File: config.mk
export PLATFORM = sky130hd
export DESIGN_NAME = ascon_text_loader_flat
export DESIGN_NICKNAME = d
export VERILOG_FILES = /design/src/rtl/ascon_text_loader_if.sv /design/src/rtl/ascon_text_loader.sv /design/src/flat_wrapper.sv
export SDC_FILE = /design/constraint.sdc
export NUM_CORES = 1
export LEC_CHECK = 0
export ABC_AREA = 0
export BUFFER_PORTS_ARGS = -buffer_cell sky130_fd_sc_hd__buf_2
export CORE_MARGIN = 5
export CORE_UTILIZATION = 25
export CTS_CLUSTER_SIZE = 28
export DETAILED_ROUTE_END_ITERATION = 8
export HOLD_SLACK_MARGIN = 0.1
export PLACE_DENSITY = 0.51
export SYNTH_ARGS = -nofsm -noshare
export SYNTH_HDL_FRONTEND = slang
export SYNTH_SLANG_ARGS = --single-unit
File: constraint.sdc
create_clock -name clk -period 5.7 [get_ports clk]
set_input_delay 1.425 -clock clk [delete_from_list [all_inputs] [get_ports clk]]
set_output_delay 1.425 -clock clk [all_outputs]
set_load 0.01 [all_outputs]
File: src/rtl/ascon_text_loader_if.sv
// Bus bundle between the text loader and its host/engine environment.
// The slave modport is the loader's view; the master modport is the environment's view.
interface ascon_text_loader_if;
    logic         start;
    logic         mode_i;
    logic [31:0]  length_i;
    logic         abort;
    logic [31:0]  din;
    logic         din_valid;
    logic         din_ready;
    logic [127:0] blk_data;
    logic         process_en;
    logic         process_mode_sel;
    logic [31:0]  text_length;
    logic [31:0]  text_position;
    logic [127:0] eng_data_out;
    logic         out_valid;
    logic [127:0] out_data;
    logic [4:0]   out_bytes;
    logic         busy;
    logic         done;
    logic         start_err;

    modport slave (
        input  start, mode_i, length_i, abort, din, din_valid, eng_data_out,
        output din_ready, blk_data, process_en, process_mode_sel, text_length,
               text_position, out_valid, out_data, out_bytes, busy, done, start_err
    );

    modport master (
        output start, mode_i, length_i, abort, din, din_valid, eng_data_out,
        input  din_ready, blk_data, process_en, process_mode_sel, text_length,
               text_position, out_valid, out_data, out_bytes, busy, done, start_err
    );
endinterface

File: src/rtl/ascon_text_loader.sv
// Gathers 32-bit text words into 128-bit blocks, issues each block to the
// cipher engine and returns the engine result with its valid byte count.
module ascon_text_loader (
    input  logic                 clk,
    input  logic                 rst,
    ascon_text_loader_if.slave   bus
);

    typedef enum logic [2:0] {
        S_IDLE  = 3'd0,
        S_LOAD  = 3'd1,
        S_ISSUE = 3'd2,
        S_WAIT  = 3'd3,
        S_EMIT  = 3'd4
    } state_t;

    state_t         r_state;
    state_t         w_state_nxt;

    logic           r_mode;
    logic [31:0]    r_len;
    logic [31:0]    r_pos;
    logic [127:0]   r_blk;
    logic [2:0]     r_wcnt;
    logic [127:0]   r_out_data;
    logic [4:0]     r_out_bytes;

    logic [31:0]    w_rem;
    logic           w_final;
    logic [2:0]     w_need;
    logic [4:0]     w_out_bytes;
    logic           w_can_take;
    logic           w_xfer;
    logic           w_load_done;
    logic           w_process_en;
    logic           w_out_valid;
    logic           w_done;
    logic           w_start_err;

    // Unsigned wrap is intentional: position never exceeds length in normal flow.
    assign w_rem       = r_len - r_pos;
    assign w_final     = (w_rem <= 32'd16);
    assign w_need      = w_final ? 3'((w_rem[4:0] + 5'd3) >> 2) : 3'd4;
    assign w_out_bytes = w_final ? w_rem[4:0] : 5'd16;

    // Abort drops any word offered in the same cycle.
    assign w_can_take  = (r_state == S_LOAD) && !bus.abort && (r_wcnt < w_need);
    assign w_xfer      = w_can_take && bus.din_valid;
    assign w_load_done = (r_wcnt >= w_need) || (w_xfer && ((r_wcnt + 3'd1) == w_need));

    // State register.
    always_ff @(posedge clk) begin
        if (rst) begin
            r_state <= S_IDLE;
        end else begin
            r_state <= w_state_nxt;
        end
    end

    // Next-state and strobe decode; abort wins over everything except reset.
    always_comb begin
        w_state_nxt  = r_state;
        w_process_en = 1'b0;
        w_out_valid  = 1'b0;
        w_done       = 1'b0;
        w_start_err  = bus.start && !bus.abort && (r_state != S_IDLE);
        case (r_state)
            S_IDLE: begin
                if (bus.start && !bus.abort) begin
                    w_state_nxt = S_LOAD;
                end else begin
                    w_state_nxt = S_IDLE;
                end
            end
            S_LOAD: begin
                if (bus.abort) begin
                    w_state_nxt = S_IDLE;
                end else if (w_load_done) begin
                    w_state_nxt = S_ISSUE;
                end else begin
                    w_state_nxt = S_LOAD;
                end
            end
            S_ISSUE: begin
                if (bus.abort) begin
                    w_state_nxt = S_IDLE;
                end else begin
                    w_process_en = 1'b1;
                    w_state_nxt  = S_WAIT;
                end
            end
            S_WAIT: begin
                if (bus.abort) begin
                    w_state_nxt = S_IDLE;
                end else begin
                    w_state_nxt = S_EMIT;
                end
            end
            S_EMIT: begin
                if (bus.abort) begin
                    w_state_nxt = S_IDLE;
                end else begin
                    w_out_valid = 1'b1;
                    w_done      = w_final;
                    w_state_nxt = w_final ? S_IDLE : S_LOAD;
                end
            end
            default: begin
                w_state_nxt = S_IDLE;
            end
        endcase
    end

    // Message context, block assembly and result capture.
    always_ff @(posedge clk) begin
        if (rst || (bus.abort && (r_state != S_IDLE))) begin
            r_mode      <= 1'b0;
            r_len       <= 32'd0;
            r_pos       <= 32'd0;
            r_blk       <= 128'd0;
            r_wcnt      <= 3'd0;
            r_out_data  <= 128'd0;
            r_out_bytes <= 5'd0;
        end else begin
            case (r_state)
                S_IDLE: begin
                    if (bus.start) begin
                        r_mode <= bus.mode_i;
                        r_len  <= bus.length_i;
                        r_pos  <= 32'd0;
                        r_blk  <= 128'd0;
                        r_wcnt <= 3'd0;
                    end
                end
                S_LOAD: begin
                    if (w_xfer) begin
                        for (int k = 0; k < 4; k++) begin
                            if (r_wcnt == 3'(k)) begin
                                r_blk[32*k +: 32] <= bus.din;
                            end
                        end
                        r_wcnt <= r_wcnt + 3'd1;
                    end
                end
                S_WAIT: begin
                    r_out_data  <= bus.eng_data_out;
                    r_out_bytes <= w_out_bytes;
                end
                S_EMIT: begin
                    // Next block starts from an all-zero buffer so short tails stay zero-padded.
                    if (!w_final) begin
                        r_pos  <= r_pos + 32'd16;
                        r_blk  <= 128'd0;
                        r_wcnt <= 3'd0;
                    end
                end
                default: begin
                end
            endcase
        end
    end

    assign bus.din_ready        = w_can_take;
    assign bus.blk_data         = r_blk;
    assign bus.process_en       = w_process_en;
    assign bus.process_mode_sel = r_mode;
    assign bus.text_length      = r_len;
    assign bus.text_position    = r_pos;
    assign bus.out_valid        = w_out_valid;
    assign bus.out_data         = r_out_data;
    assign bus.out_bytes        = r_out_bytes;
    assign bus.busy             = (r_state != S_IDLE);
    assign bus.done             = w_done;
    assign bus.start_err        = w_start_err;

endmodule

File: src/flat_wrapper.sv
// flat-port wrapper written by rule: the top's interface ports become plain ports
module ascon_text_loader_flat 
  (clk, rst, bus_start, bus_mode_i, bus_length_i, bus_abort, bus_din, bus_din_valid, bus_eng_data_out, bus_din_ready, bus_blk_data, bus_process_en, bus_process_mode_sel, bus_text_length, bus_text_position, bus_out_valid, bus_out_data, bus_out_bytes, bus_busy, bus_done, bus_start_err);
  ascon_text_loader_if bus_i ();
  input  logic clk;
  input  logic rst;
  input wire logic [$bits(bus_i.start)-1:0] bus_start;
  input wire logic [$bits(bus_i.mode_i)-1:0] bus_mode_i;
  input wire logic [$bits(bus_i.length_i)-1:0] bus_length_i;
  input wire logic [$bits(bus_i.abort)-1:0] bus_abort;
  input wire logic [$bits(bus_i.din)-1:0] bus_din;
  input wire logic [$bits(bus_i.din_valid)-1:0] bus_din_valid;
  input wire logic [$bits(bus_i.eng_data_out)-1:0] bus_eng_data_out;
  output wire logic [$bits(bus_i.din_ready)-1:0] bus_din_ready;
  output wire logic [$bits(bus_i.blk_data)-1:0] bus_blk_data;
  output wire logic [$bits(bus_i.process_en)-1:0] bus_process_en;
  output wire logic [$bits(bus_i.process_mode_sel)-1:0] bus_process_mode_sel;
  output wire logic [$bits(bus_i.text_length)-1:0] bus_text_length;
  output wire logic [$bits(bus_i.text_position)-1:0] bus_text_position;
  output wire logic [$bits(bus_i.out_valid)-1:0] bus_out_valid;
  output wire logic [$bits(bus_i.out_data)-1:0] bus_out_data;
  output wire logic [$bits(bus_i.out_bytes)-1:0] bus_out_bytes;
  output wire logic [$bits(bus_i.busy)-1:0] bus_busy;
  output wire logic [$bits(bus_i.done)-1:0] bus_done;
  output wire logic [$bits(bus_i.start_err)-1:0] bus_start_err;
  assign bus_i.start = bus_start;
  assign bus_i.mode_i = bus_mode_i;
  assign bus_i.length_i = bus_length_i;
  assign bus_i.abort = bus_abort;
  assign bus_i.din = bus_din;
  assign bus_i.din_valid = bus_din_valid;
  assign bus_i.eng_data_out = bus_eng_data_out;
  assign bus_din_ready = bus_i.din_ready;
  assign bus_blk_data = bus_i.blk_data;
  assign bus_process_en = bus_i.process_en;
  assign bus_process_mode_sel = bus_i.process_mode_sel;
  assign bus_text_length = bus_i.text_length;
  assign bus_text_position = bus_i.text_position;
  assign bus_out_valid = bus_i.out_valid;
  assign bus_out_data = bus_i.out_data;
  assign bus_out_bytes = bus_i.out_bytes;
  assign bus_busy = bus_i.busy;
  assign bus_done = bus_i.done;
  assign bus_start_err = bus_i.start_err;
  ascon_text_loader u_core (.clk(clk), .rst(rst), .bus(bus_i));
endmodule
==> flow_summary.toml, run 1 <==
[critical_path]
r2r_end = "u_core.r_state[0]$_SDFF_PP0_"
worstPathMaxFanout = 3
rrSetupSlack_ns = 0.20
critPathCapture = "bus_din_ready"
setup.worst_path.end_class = "output port"
critPathRequiredTime_ns = 4.28
criticalPathCategory = "reg -> out"
regToRegStartpoint = "u_core.bus.text_position[4]$_SDFFE_PP0P_"
critPathLaunch = "u_core.bus.text_position[4]$_SDFFE_PP0P_"
cp-start-kind = "register"
worstPathArrival_ns = 4.39
rr_worst_depth = 32

[floorplanning]
die_h_um = 255
chipWidth_um = 255
die_area_sq_mm = 0.0653
core.rowCount = 90
core_area_sq_mm = 0.0600
top_level_ports = 530
start_util_pct = 25.1

[route]
ant_nets = 0
viasPerCell = 5.02
route.detailed.drc = 0
wl_per_cell_um = 19.2
routed_wl_um = 63800
drt_iter0_drc = 1059
vias = 16700
first_pass_iters = 5

[min_path]
hold_class = "reg -> reg"
hp-start = "u_core.bus.out_data[8]$_SDFFE_PP0N_"

[sta]
finalSetupTns_ns = -0.113
setup_ws_ns = -0.113
finalMaxSlewViolations = 0
rsz0062_at_grt = "true"
setup-violations-final = 1
period_needed_ns = 5.81
skew_ns = 0.0240
min_period_over_period_pct = 102
relSlewSlack_pct = 23.6
fmax_mhz = 172
finalHoldViolCount = 0
tightest_slew_ns = 1.14

[clocking]
clock_sinks = 328
path_clk_slew_ns = 0.06
cts_hold_buf = 0
cts_root_buf = "clkbuf_16"
cts_tree = "yes"
cts-buffers-inserted = 39
htreeDepth = 2
clock_path_buffers = 3
clock_latency_ns = 0.56

[power_and_ir_drop]
power_density_mw_per_mm2 = 279
leakagePower_nw = 8.84
ir_drop_mv = 0.209

[yosys]
seq_area_frac_synth_pct = 43.6
muxShareOfSynthArea_pct = 0.930
yosys_warnings = 0
synth-xor-area-share_pct = 0.930
syn_inst = 1953
synth_edf_count = 0
synth_top_family_by_area = "compound AO/OA/AOI/OAI gates"
synth_compound_area_share_pct = 23.1
synthAdderAreaFrac_pct = 3.07
synthSimpleGateAreaFrac_pct = 22.6
ys_seq_elements = 328
async_reset_ff_share_pct = 0
synthFlopType = "dfxtp_1"
syn-cell-area_sq_mm = 0.0151
synthDistinctLibCells = 71
avgSynthCellArea_sq_um = 7.71

[layout]
design_area_sq_mm = 0.0211
area_growth_pct = 40.4
drive_gt1_share_pct = 32.9
final_common_cell = "buf_2"
nets = 2746
seq_area_sq_mm = 0.00657
fill_cells = 6356
most-common-layout-cells = "524 x buf_2, 400 x nand2_1, 339 x a21oi_1, 326 x dfxtp_1, 148 x nand4_1"
multiInputGateArea_sq_mm = 0.00812

[placed_design]
dpl.hpwl_um = 46400
gp_congestion = 0.887
place_area_sq_mm = 0.0191
io_buffer_count = 525

[grt]
grt_pass1_vias = 16100
grt_pass1_wl_um = 96100
grtUsageTotal_pct = 18.1
grt_max_degree = 136
overflow = 0
antenna_found_initial = 8

[run_status]
status = "complete, but fails checks"
violations = "negative setup slack"

[job]
maxCapViolCount = 0
-- flip-flops by register name, summed over array words and instances (netlist names) --
register / cells
u_core.bus.blk_data: 128
u_core.bus.out_data: 128
u_core.bus.text_length: 32
u_core.bus.text_position: 28
u_core.bus.out_bytes: 5
u_core.r_state: 3
u_core.r_wcnt: 3
u_core.bus.process_mode_sel: 1
-- cells in the mapped netlist (4+ instances only) --
| master | instances | area share [%] |
|---|---|---|
| xnor2_1 | 10 | 0.58 |
| and3_1 | 17 | 0.71 |
| a31oi_1 | 4 | 0.17 |
| xor2_1 | 6 | 0.35 |
| or3_1 | 12 | 0.50 |
| a21o_1 | 11 | 0.55 |
| nor3_1 | 25 | 0.83 |
| o21ai_1 | 43 | 1.4 |
| inv_1 | 44 | 1.1 |
| a21oi_1 | 352 | 12 |
| a31o_2 | 5 | 0.29 |
| nand3_1 | 21 | 0.70 |
| clkbuf_1 | 130 | 3.2 |
| o21a_1 | 11 | 0.55 |
| a211oi_1 | 8 | 0.40 |
| or2_2 | 5 | 0.21 |
| mux2i_1 | 14 | 0.93 |
| buf_4 | 5 | 0.25 |
| o31ai_1 | 9 | 0.45 |
| and2_1 | 7 | 0.29 |
| ha_1 | 37 | 3.1 |
| nor2_1 | 41 | 1.0 |
| nand4_1 | 148 | 6.1 |
| buf_2 | 19 | 0.63 |
| o21ai_0 | 127 | 4.2 |
| buf_1 | 12 | 0.30 |
| dfxtp_1 | 328 | 44 |
| a21boi_0 | 5 | 0.25 |
| nor4_1 | 11 | 0.46 |
| nand2_1 | 401 | 10 |
| nor2b_1 | 8 | 0.33 |
| or4_1 | 9 | 0.45 |
-- cell type report --
class	count	share of cell area (%)
clock inverters	13	0.781
repair buffers	682	18.8
diodes	2	0.0237
multi-input cells	1416	38.4
well taps	782	4.63
flip-flops and latches	328	31.1
clock buffers	58	5.53
inverters	44	0.781
-- power by group --
group	leakage, nW	switching [mW]	internal (mW)
logic	5.53	0.574	0.382
clock network	0.658	1.03	1.57
registers	2.65	0.0268	2.32
-- per-layer routing --
metal / track usage (%) / vias up / share of wire [%]
met5: 0 / - / 0.18
met1: 22.5 / 7833 / 41
met4: 6.39 / 14 / 3.3
met3: 5.43 / 129 / 8.0
met2: 30.2 / 631 / 47
li1: - / 8071 / -
-- worst max-delay path, cell delays in order, from the launching register on --
cell and delay [ns]:
dfxtp_1 0.33, inv_1 0.09, ha_4 0.27, o211ai_4 0.24
a21oi_4 0.10, a311o_1 0.35, a2111o_1 0.40, or3_4 0.35
a2111oi_4 0.19, buf_4 0.16, nand4b_1 0.13, or2_4 0.27
ha_4 0.24, nor2b_4 0.12, o21ai_2 0.11, nand2b_1 0.11
nor3_2 0.20, buf_4 0.17
-- cells by family (layout without fill, tap and decap cells) --
group | count (synthesis) | after routing
other cells | 1 | 7
xor+xnor | 16 | 16
fa+ha+maj | 37 | 37
compound gates | 623 | 623
flops | 328 | 328
simple gates | 721 | 721
buf+inv | 213 | 797
mux | 14 | 14
-- metrics by stage --
stage	power [mW]	utilization, %	std cells	hold WS (ns)	setup slack, ns
6_report	5.90	35.2	3325	0.450	-0.113
5_1_grt	6.16	35.2	3324	0.465	-0.416
4_1_cts	5.94	34.9	3325	0.451	-0.257
3_5_place_dp	3.28	31.9	3228	0.444	0.0301
3_3_place_gp	3.28	31.9	3228	0.439	0.111
2_1_floorplan	2.87	-	1957	0.472	0.239
-- worst min-delay path by stage --
stage | endpoint | slack, ns | cells after the start
detailed placement | u_core.bus.out_data[8]$_SDFFE_PP0N_ | 0.44 | 2
floorplan | u_core.r_wcnt[2]$_SDFFE_PP0P_ | 0.47 | 2
finish | u_core.bus.out_data[8]$_SDFFE_PP0N_ | 0.45 | 2
CTS | u_core.bus.out_data[8]$_SDFFE_PP0N_ | 0.45 | 2
global route | u_core.bus.out_data[8]$_SDFFE_PP0N_ | 0.46 | 2
global placement | u_core.bus.process_mode_sel$_SDFFE_PP0P_ | 0.44 | 2
-- repair_timing --
item	CTS	global route
setup endpoints to repair	1	4
pin swaps	13	15
gates resized for setup	57	48
buffers inserted	26	5
No activity file was read; power rests on OpenSTA's default activity.
==> run 2, diff against run 1 <==
==> constraint.sdc (replaced) <==
create_clock -name clk -period 5.7 [get_ports clk]
set_input_delay 0.285 -clock clk [delete_from_list [all_inputs] [get_ports clk]]
set_output_delay 0.285 -clock clk [all_outputs]
set_load 0.01 [all_outputs]
==> run 2 against run 1 <==
The flow now finishes without violations. Setup slack improved by 0.49 ns. Final cell count is 2.2% higher. Sequential power about the same. Design area increased by 2.8%. Total power is 0.56% lower. Via count grew 2.3%. Critical path depth grew 5. Die area stayed put. Sequential cell count stayed put. Clock skew shrank 0.0059 ns. Fmax up 9.3%. Largest cell class unchanged. Largest power group unchanged.
==> flow_summary.toml, run 2 (same netlist as run 1, synthesis figures left out) <==
[sta]
whs_ns = 0.220
rsz0062_at_grt = "false"
min_period_over_period_pct = 93.3
finalMaxSlewViolations = 0
tightest_slew_ns = 1.19
relSlewSlack_pct = 20.4
skew_ns = 0.0181
setup-violations-final = 0
finalHoldViolCount = 0
finalSetupTns_ns = 0
period_needed_ns = 5.32
fmax_mhz = 188

[route]
drt_iter0_drc = 1122
ant_nets = 0
routed_wl_um = 64500
vias = 17100
route.detailed.drc = 0
viasPerCell = 5.02
wl_per_cell_um = 19.0
first_pass_iters = 5

[critical_path]
r2r_end = "u_core.bus.blk_data[91]$_SDFFE_PP0P_"
worstPathMaxFanout = 27
rr_worst_depth = 22
worstPathArrival_ns = 5.77
rrSetupSlack_ns = 0.38
regToRegStartpoint = "u_core.bus.text_position[25]$_SDFFE_PP0P_"
setup.worst_path.end_class = "register"
critPathRequiredTime_ns = 6.15
cp-start-kind = "register"
criticalPathCategory = "reg -> reg"

[power_and_ir_drop]
leakagePower_nw = 8.97
ir_drop_mv = 0.198
seqPwrFrac_pct = 40.1
swShare_pct = 27.3
clkPwrFrac_pct = 44.1
power_frac_comb_pct = 15.8
power_density_mw_per_mm2 = 270
power_switching_mw = 1.60
intPower_mw = 4.27

[grt]
overflow = 0
grt_pass1_vias = 16900
grt_pass1_wl_um = 98700
grtUsageTotal_pct = 18.5
antenna_found_initial = 3
grt_max_degree = 131

[layout]
final_cells = 3399
drive_gt1_share_pct = 25.4
final_common_cell = "buf_2"
area_growth_pct = 44.3
multiInputGateArea_sq_mm = 0.00773
most-common-layout-cells = "525 x buf_2, 401 x nand2_1, 349 x a21oi_1, 327 x dfxtp_1, 195 x dlygate4sd3_1"
nets = 2823
fill_cells = 6230
seq_area_sq_mm = 0.00657

[clocking]
clock_path_buffers = 3
clock_latency_ns = 0.55
cts-buffers-inserted = 40
htreeDepth = 2
clock_sinks = 328
cts_tree = "yes"
cts_root_buf = "clkbuf_16"
path_clk_slew_ns = 0.06

[min_path]
hold_class = "in -> reg"
holdPathEnd = "u_core.r_state[2]$_SDFF_PP0_"
hp-start = "bus_abort"
whs_path_depth = 4

[floorplanning]
core_area_sq_mm = 0.0600
chipWidth_um = 255
top_level_ports = 530
start_util_pct = 25.1
core.rowCount = 90
die_h_um = 255
die_area_sq_mm = 0.0653

[run_status]
status = "finished clean"

[job]
maxCapViolCount = 0

[placed_design]
io_buffer_count = 525
dpl.hpwl_um = 45400
gp_congestion = 0.890
dp_cells = 3131
-- run 2: cell types whose count changed in the layout (fill, tap and decap cells not counted), moves of 4 or more --
cell	delta
a21oi_1	+10
a21oi_2	-8
buf_4	-105
buf_6	-13
clkinv_2	-6
clkinvlp_4	+4
dlygate4sd3_1	+195
ha_1	+14
ha_4	-13
o21ai_0	+9
o21ai_1	-5
o21ai_2	-4
-- run 2: metrics by stage --
| stage | worst slack (ns) | cell area [sq um] | util (%) | power, mW |
|---|---|---|---|---|
| 2_1_floorplan | 0.483 | 15100 | - | 2.87 |
| 3_3_place_gp | -0.0301 | 18400 | 30.6 | 3.20 |
| 3_5_place_dp | 0.0651 | 18400 | 30.6 | 3.20 |
| 4_1_cts | 0.0936 | 21700 | 36.1 | 5.92 |
| 5_1_grt | 0.00102 | 21700 | 36.2 | 6.10 |
| 6_report | 0.379 | 21700 | 36.2 | 5.87 |
-- run 2: worst max-delay path, cell delays in order (launching register included) --
cell and delay, ns:
dfxtp_1 0.38, inv_1 0.11, ha_1 0.42, a21oi_1 0.22
o21ai_0 0.17, a22o_1 0.27, nor4_2 0.38, nand4_1 0.13
or3_1 0.39, a2111oi_2 0.25, nand4b_1 0.18, or2_2 0.30
ha_1 0.29, nor2b_1 0.13, o21ai_0 0.16, nand2b_1 0.10
nor3_1 0.23, nand2_1 0.13, nand2_1 0.20, and2_1 0.23
buf_12 0.21, nand4_1 0.11, a21oi_1 0.19
-- run 2: layout make-up --
type	instances	area share, %
Clock buffer	59	5.59
Timing Repair Buffer	758	22.8
Inverter	44	0.760
Tap cell	782	4.50
Clock inverter	9	0.564
Sequential cell	328	30.2
Multi-Input combinational cell	1416	35.6
Antenna cell	3	0.0345
-- run 2: worst max path at each step --
stage                                                   start                              endpoint  slack [ns]  cells after the start
global placement    u_core.bus.text_position[23]$_SDFFE_PP0P_  u_core.bus.blk_data[42]$_SDFFE_PP0P_       -0.03                     22
detailed placement  u_core.bus.text_position[23]$_SDFFE_PP0P_  u_core.bus.blk_data[35]$_SDFFE_PP0P_        0.07                     22
CTS                 u_core.bus.text_position[23]$_SDFFE_PP0P_                         bus_din_ready        0.09                     18
finish              u_core.bus.text_position[25]$_SDFFE_PP0P_  u_core.bus.blk_data[91]$_SDFFE_PP0P_        0.38                     22
global route        u_core.bus.text_position[14]$_SDFFE_PP0P_  u_core.bus.blk_data[12]$_SDFFE_PP0P_       0.001                     22
floorplan            u_core.bus.text_position[7]$_SDFFE_PP0P_  u_core.bus.blk_data[95]$_SDFFE_PP0P_        0.48                     24
-- run 2: metal layers --
layer  vias to the layer above  track usage, %  share of wire [%]
met3                       106            4.50                7.1
li1                       8212               -                  -
met5                         -               0                  0
met4                         0            5.95                3.0
met1                      8100            23.3                 42
met2                       645            31.3                 48
-- run 2: timing repair --
item | 4_1_cts | 5_1_grt
setup endpoints to repair | 1 | 130
resized for setup | 1 | 13
endpoints found under the hold margin | 293 | 0
buffers inserted | 0 | 2
pin swaps | 0 | 1
hold buffers | 195 | 0
-- run 2: power groups by stage --
stage	clock [mW]	combinational [mW]	sequential (mW)
5_1_grt	2.74	1.00	2.36
6_report	2.59	0.926	2.35
2_1_floorplan	0	0.465	2.41
3_5_place_dp	0	0.797	2.40
4_1_cts	2.67	0.906	2.35
3_3_place_gp	0	0.797	2.40
